==> src/rtl/riscv_pkg.sv <==
// rtl/riscv_pkg.sv - shared pipeline types, widths and the operand-forwarding selector
package riscv_pkg;

    localparam int XLEN      = 32;
    localparam int REG_IDX_W = 5;

    typedef enum logic [1:0] {
        RES_ALU = 2'b00,
        RES_MEM = 2'b01,
        RES_PC4 = 2'b10
    } result_src_e;

    typedef enum logic [1:0] {
        FWD_NONE = 2'b00,
        FWD_W    = 2'b01,
        FWD_M    = 2'b10
    } fwd_sel_e;

    // M wins over W because it holds the younger producer of the same register.
    // x0 is never forwarded: it reads as zero regardless of what is in flight.
    function automatic fwd_sel_e fwd_select(
        input logic [REG_IDX_W-1:0] rs,
        input logic                 wr_m,
        input logic [REG_IDX_W-1:0] rd_m,
        input logic                 wr_w,
        input logic [REG_IDX_W-1:0] rd_w
    );
        fwd_sel_e sel;
        sel = FWD_NONE;
        if (rs != '0) begin
            if (wr_m && (rd_m == rs)) begin
                sel = FWD_M;
            end else if (wr_w && (rd_w == rs)) begin
                sel = FWD_W;
            end
        end
        return sel;
    endfunction

endpackage

==> src/rtl/reg_file.sv <==
// rtl/reg_file.sv - architectural register file, 2 read / 1 write, write-first bypass
//   clk, rst            : clock, synchronous active-high reset (clears every register)
//   we, waddr, wdata    : write port; writes to x0 are ignored
//   raddr1/2, rdata1/2  : combinational read ports; x0 reads 0, a same-cycle write is bypassed
//   dbg_a0              : stored contents of x10
module reg_file
    import riscv_pkg::*;
#(
    parameter int DATA_WIDTH = XLEN,
    parameter int REG_COUNT  = 32
) (
    input  logic                  clk,
    input  logic                  rst,
    input  logic                  we,
    input  logic [REG_IDX_W-1:0]  waddr,
    input  logic [DATA_WIDTH-1:0] wdata,
    input  logic [REG_IDX_W-1:0]  raddr1,
    input  logic [REG_IDX_W-1:0]  raddr2,
    output logic [DATA_WIDTH-1:0] rdata1,
    output logic [DATA_WIDTH-1:0] rdata2,
    output logic [DATA_WIDTH-1:0] dbg_a0
);

    logic [DATA_WIDTH-1:0] regs [REG_COUNT];
    logic                  wr_live;

    assign wr_live = we && (waddr != '0);

    always_ff @(posedge clk) begin
        if (rst) begin
            for (int i = 0; i < REG_COUNT; i++) begin
                regs[i] <= '0;
            end
        end else if (wr_live) begin
            regs[waddr] <= wdata;
        end
    end

    // Decode reads in the same cycle W commits, so the write is returned directly
    // instead of waiting for it to land in storage.
    always_comb begin
        rdata1 = '0;
        if (raddr1 != '0) begin
            rdata1 = (wr_live && (waddr == raddr1)) ? wdata : regs[raddr1];
        end
    end

    always_comb begin
        rdata2 = '0;
        if (raddr2 != '0) begin
            rdata2 = (wr_live && (waddr == raddr2)) ? wdata : regs[raddr2];
        end
    end

    assign dbg_a0 = regs[10];

endmodule

==> src/rtl/writeback_unit.sv <==
// rtl/writeback_unit.sv - W stage: result select, register commit, D reads, E forwarding, retire count
//   clk, rst                          : clock, synchronous active-high reset
//   ValidW, RegWriteW, ResultSrcW,
//   ALUResultW, ReadDataW, PCPlus4W,
//   RdW                               : M->W pipeline register contents
//   ResultW                           : selected writeback value
//   Rs1D, Rs2D / RD1D, RD2D           : decode register reads with write bypass
//   RegWriteM, RdM, ALUResultM        : M-stage producer for forwarding
//   Rs1E, Rs2E, RD1E, RD2E            : E-stage operand indices and register values
//   SrcAE, WriteDataE                 : forwarded E operands
//   InstRetW                          : retired-instruction counter
//   DbgA0                             : stored x10
module writeback_unit
    import riscv_pkg::*;
#(
    parameter int DATA_WIDTH = XLEN,
    parameter int REG_COUNT  = 32,
    parameter int CNT_WIDTH  = 64
) (
    input  logic                  clk,
    input  logic                  rst,
    input  logic                  ValidW,
    input  logic                  RegWriteW,
    input  logic [1:0]            ResultSrcW,
    input  logic [DATA_WIDTH-1:0] ALUResultW,
    input  logic [DATA_WIDTH-1:0] ReadDataW,
    input  logic [DATA_WIDTH-1:0] PCPlus4W,
    input  logic [REG_IDX_W-1:0]  RdW,
    output logic [DATA_WIDTH-1:0] ResultW,
    input  logic [REG_IDX_W-1:0]  Rs1D,
    input  logic [REG_IDX_W-1:0]  Rs2D,
    output logic [DATA_WIDTH-1:0] RD1D,
    output logic [DATA_WIDTH-1:0] RD2D,
    input  logic                  RegWriteM,
    input  logic [REG_IDX_W-1:0]  RdM,
    input  logic [DATA_WIDTH-1:0] ALUResultM,
    input  logic [REG_IDX_W-1:0]  Rs1E,
    input  logic [REG_IDX_W-1:0]  Rs2E,
    input  logic [DATA_WIDTH-1:0] RD1E,
    input  logic [DATA_WIDTH-1:0] RD2E,
    output logic [DATA_WIDTH-1:0] SrcAE,
    output logic [DATA_WIDTH-1:0] WriteDataE,
    output logic [CNT_WIDTH-1:0]  InstRetW,
    output logic [DATA_WIDTH-1:0] DbgA0
);

    logic           commit;
    logic           w_fwd_en;
    fwd_sel_e       sel_a;
    fwd_sel_e       sel_b;
    logic [CNT_WIDTH-1:0] inst_ret;

    // The reserved encoding 11 falls back to the ALU result.
    always_comb begin
        ResultW = ALUResultW;
        case (ResultSrcW)
            RES_MEM: ResultW = ReadDataW;
            RES_PC4: ResultW = PCPlus4W;
            default: ResultW = ALUResultW;
        endcase
    end

    assign commit   = ValidW && RegWriteW && (RdW != '0);
    assign w_fwd_en = ValidW && RegWriteW;

    reg_file #(
        .DATA_WIDTH (DATA_WIDTH),
        .REG_COUNT  (REG_COUNT)
    ) u_reg_file (
        .clk    (clk),
        .rst    (rst),
        .we     (commit),
        .waddr  (RdW),
        .wdata  (ResultW),
        .raddr1 (Rs1D),
        .raddr2 (Rs2D),
        .rdata1 (RD1D),
        .rdata2 (RD2D),
        .dbg_a0 (DbgA0)
    );

    assign sel_a = fwd_select(Rs1E, RegWriteM, RdM, w_fwd_en, RdW);
    assign sel_b = fwd_select(Rs2E, RegWriteM, RdM, w_fwd_en, RdW);

    always_comb begin
        SrcAE = RD1E;
        case (sel_a)
            FWD_M:   SrcAE = ALUResultM;
            FWD_W:   SrcAE = ResultW;
            default: SrcAE = RD1E;
        endcase
    end

    always_comb begin
        WriteDataE = RD2E;
        case (sel_b)
            FWD_M:   WriteDataE = ALUResultM;
            FWD_W:   WriteDataE = ResultW;
            default: WriteDataE = RD2E;
        endcase
    end

    // Every valid W instruction retires, whether or not it writes a register.
    always_ff @(posedge clk) begin
        if (rst) begin
            inst_ret <= '0;
        end else if (ValidW) begin
            inst_ret <= inst_ret + CNT_WIDTH'(1);
        end
    end

    assign InstRetW = inst_ret;

endmodule
==> config.mk <==
export PLATFORM = sky130hd
export DESIGN_NAME = writeback_unit
export DESIGN_NICKNAME = d
export VERILOG_FILES = /design/src/rtl/riscv_pkg.sv /design/src/rtl/reg_file.sv /design/src/rtl/writeback_unit.sv
export SDC_FILE = /design/constraint.sdc
export NUM_CORES = 2
export LEC_CHECK = 0
export ABC_AREA = 0
export BUFFER_PORTS_ARGS = -buffer_cell sky130_fd_sc_hd__buf_2
export CAP_MARGIN = 30
export CORE_AREA = 10 10 428 430
export CTS_CLUSTER_SIZE = 12
export DETAILED_ROUTE_END_ITERATION = 12
export DIE_AREA = 0 0 438 440
export PLACE_DENSITY_LB_ADDON = 0.25
export SYNTH_ARGS = -nofsm -noshare
export SYNTH_HDL_FRONTEND = slang
export SYNTH_HIERARCHICAL = 1
export SYNTH_SLANG_ARGS = --single-unit
==> constraint.sdc <==
create_clock -name clk -period 3.4 [get_ports clk]
set_input_delay 0.34 -clock clk [delete_from_list [all_inputs] [get_ports clk]]
set_output_delay 0.34 -clock clk [all_outputs]
set_load 0.03 [all_outputs]
==> summary by stage <==
Timing
The post-route clock period utilization is 1.02. The worst clock skew is just over 0.005 ns. The maximum clock rate is slightly below 0.3 GHz.

Setup repair after global routing could not meet its margin everywhere. The max-slew violation count is 0. Setup violations remaining at the end of the flow were counted as 1. The final count of hold timing violations is 0. The actual slew at the worst max-slew pin is roughly 1 ns.

The max-slew headroom at the worst pin is 0.328. Counting I/O delays and the setup requirement, the final critical path takes about 3.5 ns. The worst path setup slack after routing is -0.0626 ns. The post-route worst hold slack is 0.142 ns.

Die
Row generation in the floorplan step produced 154 rows. The height of the chip is about 440 um. The core outline area is 0.175 sq mm. The die area is ~0.19 sq mm. The initial utilization of the core area, before any placement, comes to 0.346. The total I/O pin count is 485. The floorplan die width is around 440 um.

Worst setup path
The largest stage delay on the critical path is 0.50 ns. The reg-to-reg critical path startpoint is InstRetW[0]. The type of origin of the critical path is a flop.

The most numerous cell on the critical path is buf_4. The worst-path maximum fanout is 3. Traced cell by cell, the critical path runs through mux4_2 -> nor2_1 -> a2111oi_1 -> buf_4 -> a211oi_1 -> a21oi_2 -> buf_4 -> buf_2. For flop-to-flop paths, the worst setup slack is roughly 1.1 ns.

The class of the most critical setup path is reg -> out. The data arrival at the endpoint of the critical path is about 3.1 ns. The sort of element at the end of the critical path is a primary output. The library cell contributing the largest single delay on the critical path is a21oi_2.

The critical path launch point is u_reg_file/regs[10][26]. STA puts the critical path data required time at approximately 3.1 ns.

Route
The count of nets left with antenna violations after detail routing is 0. The first TritonRoute pass finished after 8 iterations. The number of DRC markers in iteration 0 is around 6400. The wire length on met1 is ~110000 um. The aggregate routed wire length is 263000 um.

Summed over all nets, wire length on met3 after detailed routing comes to 27000 um. The wire length on met2 is between 100000 and 150000 um. The routed wirelength normalized by instance count is 34.2 um. Summing over every cut layer, the via total after detailed routing is between 40000 and 50000. Routed signal wires occupy layers up through met4.

After detailed routing, the number of remaining DRC violations is 0. Dividing the detail-routed via count by the number of cells gives 5.89.

Logic synthesis
After synthesis the cells add up to 0.0606 sq mm. The number of enable flip-flop cells after synthesis is just over 1000. edfxtp_1 takes more of the synthesized area than any other cell. The proportion of synthesized chip area in sequential cells is 0.529. For this run, the leading register cell type out of synthesis is edfxtp_1. In the synthesized netlist, the cells that appear most often are edfxtp_1, and2_1, mux4_2.

The distinct cell type count of the synthesized netlist is between 60 and 70. Synthesis produced between 4000 and 5000 cells. For this run, the number of Yosys warnings is 6. The average cell area after synthesis is roughly 13 sq um. After synthesis, the cell types taking the most area are edfxtp_1, mux4_2, and2_1. Of the post-synthesis cell area, the dominant cell type holds 0.507.

After synthesis the netlist holds a flip-flop and latch count of about 1100. For this run, asynchronously set or reset flops after synthesis account for 0. edfxtp_1 is the most common cell in the netlist.

Finish
The final-layout fill cell count is around 16000. The net total in the final layout is around 5500. The finished cells cover slightly above 0.07 sq mm.

The area growth from synthesis to layout is 20.1%. In the final layout, the share of cells above drive strength 1 is 0.306.

Run status
The final reports fail on setup timing. The run finished, with violations left.

Place
Summing all placed instances gives a cell area of ~0.069 sq mm. Summed over all nets, the half-perimeter wirelength after detailed placement is between 150000 and 200000 um. The worst slack at placement is -0.231 ns. In this run the tool buffered the top-level ports with 484 buffer cells. At the end of routability-driven placement, the weighted congestion stood at between 0.9 and 1.

Run
The tool flagged a number of max-cap violations equal to 0.

Pwr
The maximum vdd drop is between 0.0003 and 0.0004 V. The completed layout was analyzed and its total power is 35500 uW. The total leakage power is approximately 0.027 uW. The power per cell area is slightly below 500 mW/mm^2.

Global routing
Summed over all layers, the global routing overflow is 0. The via count of the first global-routing pass is 43200. The initial antenna violation count was 18. Entering global routing, the biggest net connects between 60 and 70 pins. The combined global-route utilization of all metal layers is 0.262. The first global-routing pass estimated around 360000 um of wire.

Clock tree
The clock tree from TritonCTS is yes. The H-tree was split into 4 levels. No sink is reached through more buffers than the 3 on the longest clock path. For the worst-skew pair, the clock arrives at the later sink with an insertion delay of approximately 0.76 ns. The clock-pin slew on the worst setup and hold paths is about 0.06 ns. CTS saw roughly 1100 sinks. The number of post-CTS setup repair buffers is 0. The master cell of the clock root buffer is clkbuf_16. Counting the buffers created by CTS gives 131.

Worst hold path
The path type of the worst min-delay path is in -> reg. The hold path startpoint is rst.
[metal layers]
| layer | vias up | track usage |
|---|---|---|
| met5 | - | 0 |
| met3 | 347 | 0.0620 |
| met2 | 2629 | 0.393 |
| met1 | 23500 | 0.370 |
| li1 | 18900 | - |
| met4 | 0 | 0.0899 |
[power breakdown]
part           switching [uW]  total [uW]  internal, uW
Combinational            4040        6200          2150
Sequential                362       15700         15300
Clock                    5810       13600          7820
Total                   10200       35500         25300
[per-stage QoR]
step | TNS [ns] | instances | utilization
final | -0.0626 | 7681 | 0.416
after global routing | -0.0754 | 7675 | 0.416
after CTS | -0.0682 | 7675 | 0.416
after detailed placement | -0.289 | 7444 | 0.393
after global placement | -0.280 | 7442 | 0.392
after floorplan | 0 | 4689 | -
[kinds of logic (layout without fill, tap and decap cells)]
| kind of cell | Yosys count | count (layout) | synth area share |
|---|---|---|---|
| flops | 1088 | 1088 | 0.529 |
| other cells | 1 | 38 | 0.0000619 |
| simple gates | 1608 | 1608 | 0.152 |
| compound gates | 666 | 666 | 0.0753 |
| fa+ha+maj | 7 | 7 | 0.00145 |
| xor+xnor | 63 | 63 | 0.00911 |
| mux | 735 | 735 | 0.199 |
| buf+inv | 490 | 1136 | 0.0351 |
[state kept, by name (all words and copies together), names as in the netlist]
register and count:
InstRetW 64, u_reg_file/regs 1024
[critical path, delay by kind of cell (launching register included)]
kind	cells	cell delay, ns
compound gates	3	1.00
buf+inv	3	0.58
flops	1	0.41
mux	1	0.33
simple gates	1	0.06
[cell type report]
type / instances / area [sq um] / area share
tap: 2340 / 2930 / 0.0402
sequential: 1088 / 32000 / 0.440
multi-input combinational: 3111 / 27100 / 0.373
timing repair buffer: 886 / 6570 / 0.0903
inverter: 19 / 71.3 / 0.000980
clock buffer: 164 / 3450 / 0.0475
antenna: 6 / 15.0 / 0.000206
clock inverter: 67 / 597 / 0.00820
[repair_timing]
item                       CTS  global route
hold buffers                 0             0
setup endpoints to repair    6             6
resized for setup            4             6
[final timing paths]
check	depth (start not counted)	endpoint
min reg2reg	2	InstRetW[63]
min	3	InstRetW[57]
max reg2reg	6	InstRetW[56]
max	8	RD2D[26]
[layout by cell type (no fill, tap or decap), types with 12 or more instances in the layout]
cell type,instances
edfxtp_1,1024
and2_1,966
buf_2,475
mux4_2,367
buf_4,319
mux2i_1,296
nand2_1,245
a22oi_1,157
clkbuf_16,133
o21ai_0,129
buf_12,86
nor2_1,84
a21oi_1,77
mux2_2,69
dfxtp_1,64
a211oi_1,62
nor3_1,59
o22ai_1,50
or2_2,38
xnor2_1,35
o221ai_1,35
a32o_1,32
conb_1,32
nand4_1,31
clkbuf_1,30
o21ai_4,29
xor2_1,28
or3_1,28
nor2_2,26
nand3_1,25
clkinv_1,25
a221oi_1,25
clkinv_2,21
inv_1,18
and3_1,18
nor2b_1,14
a2111oi_0,13
and4_1,12
Power figures use the tool's default switching activity.
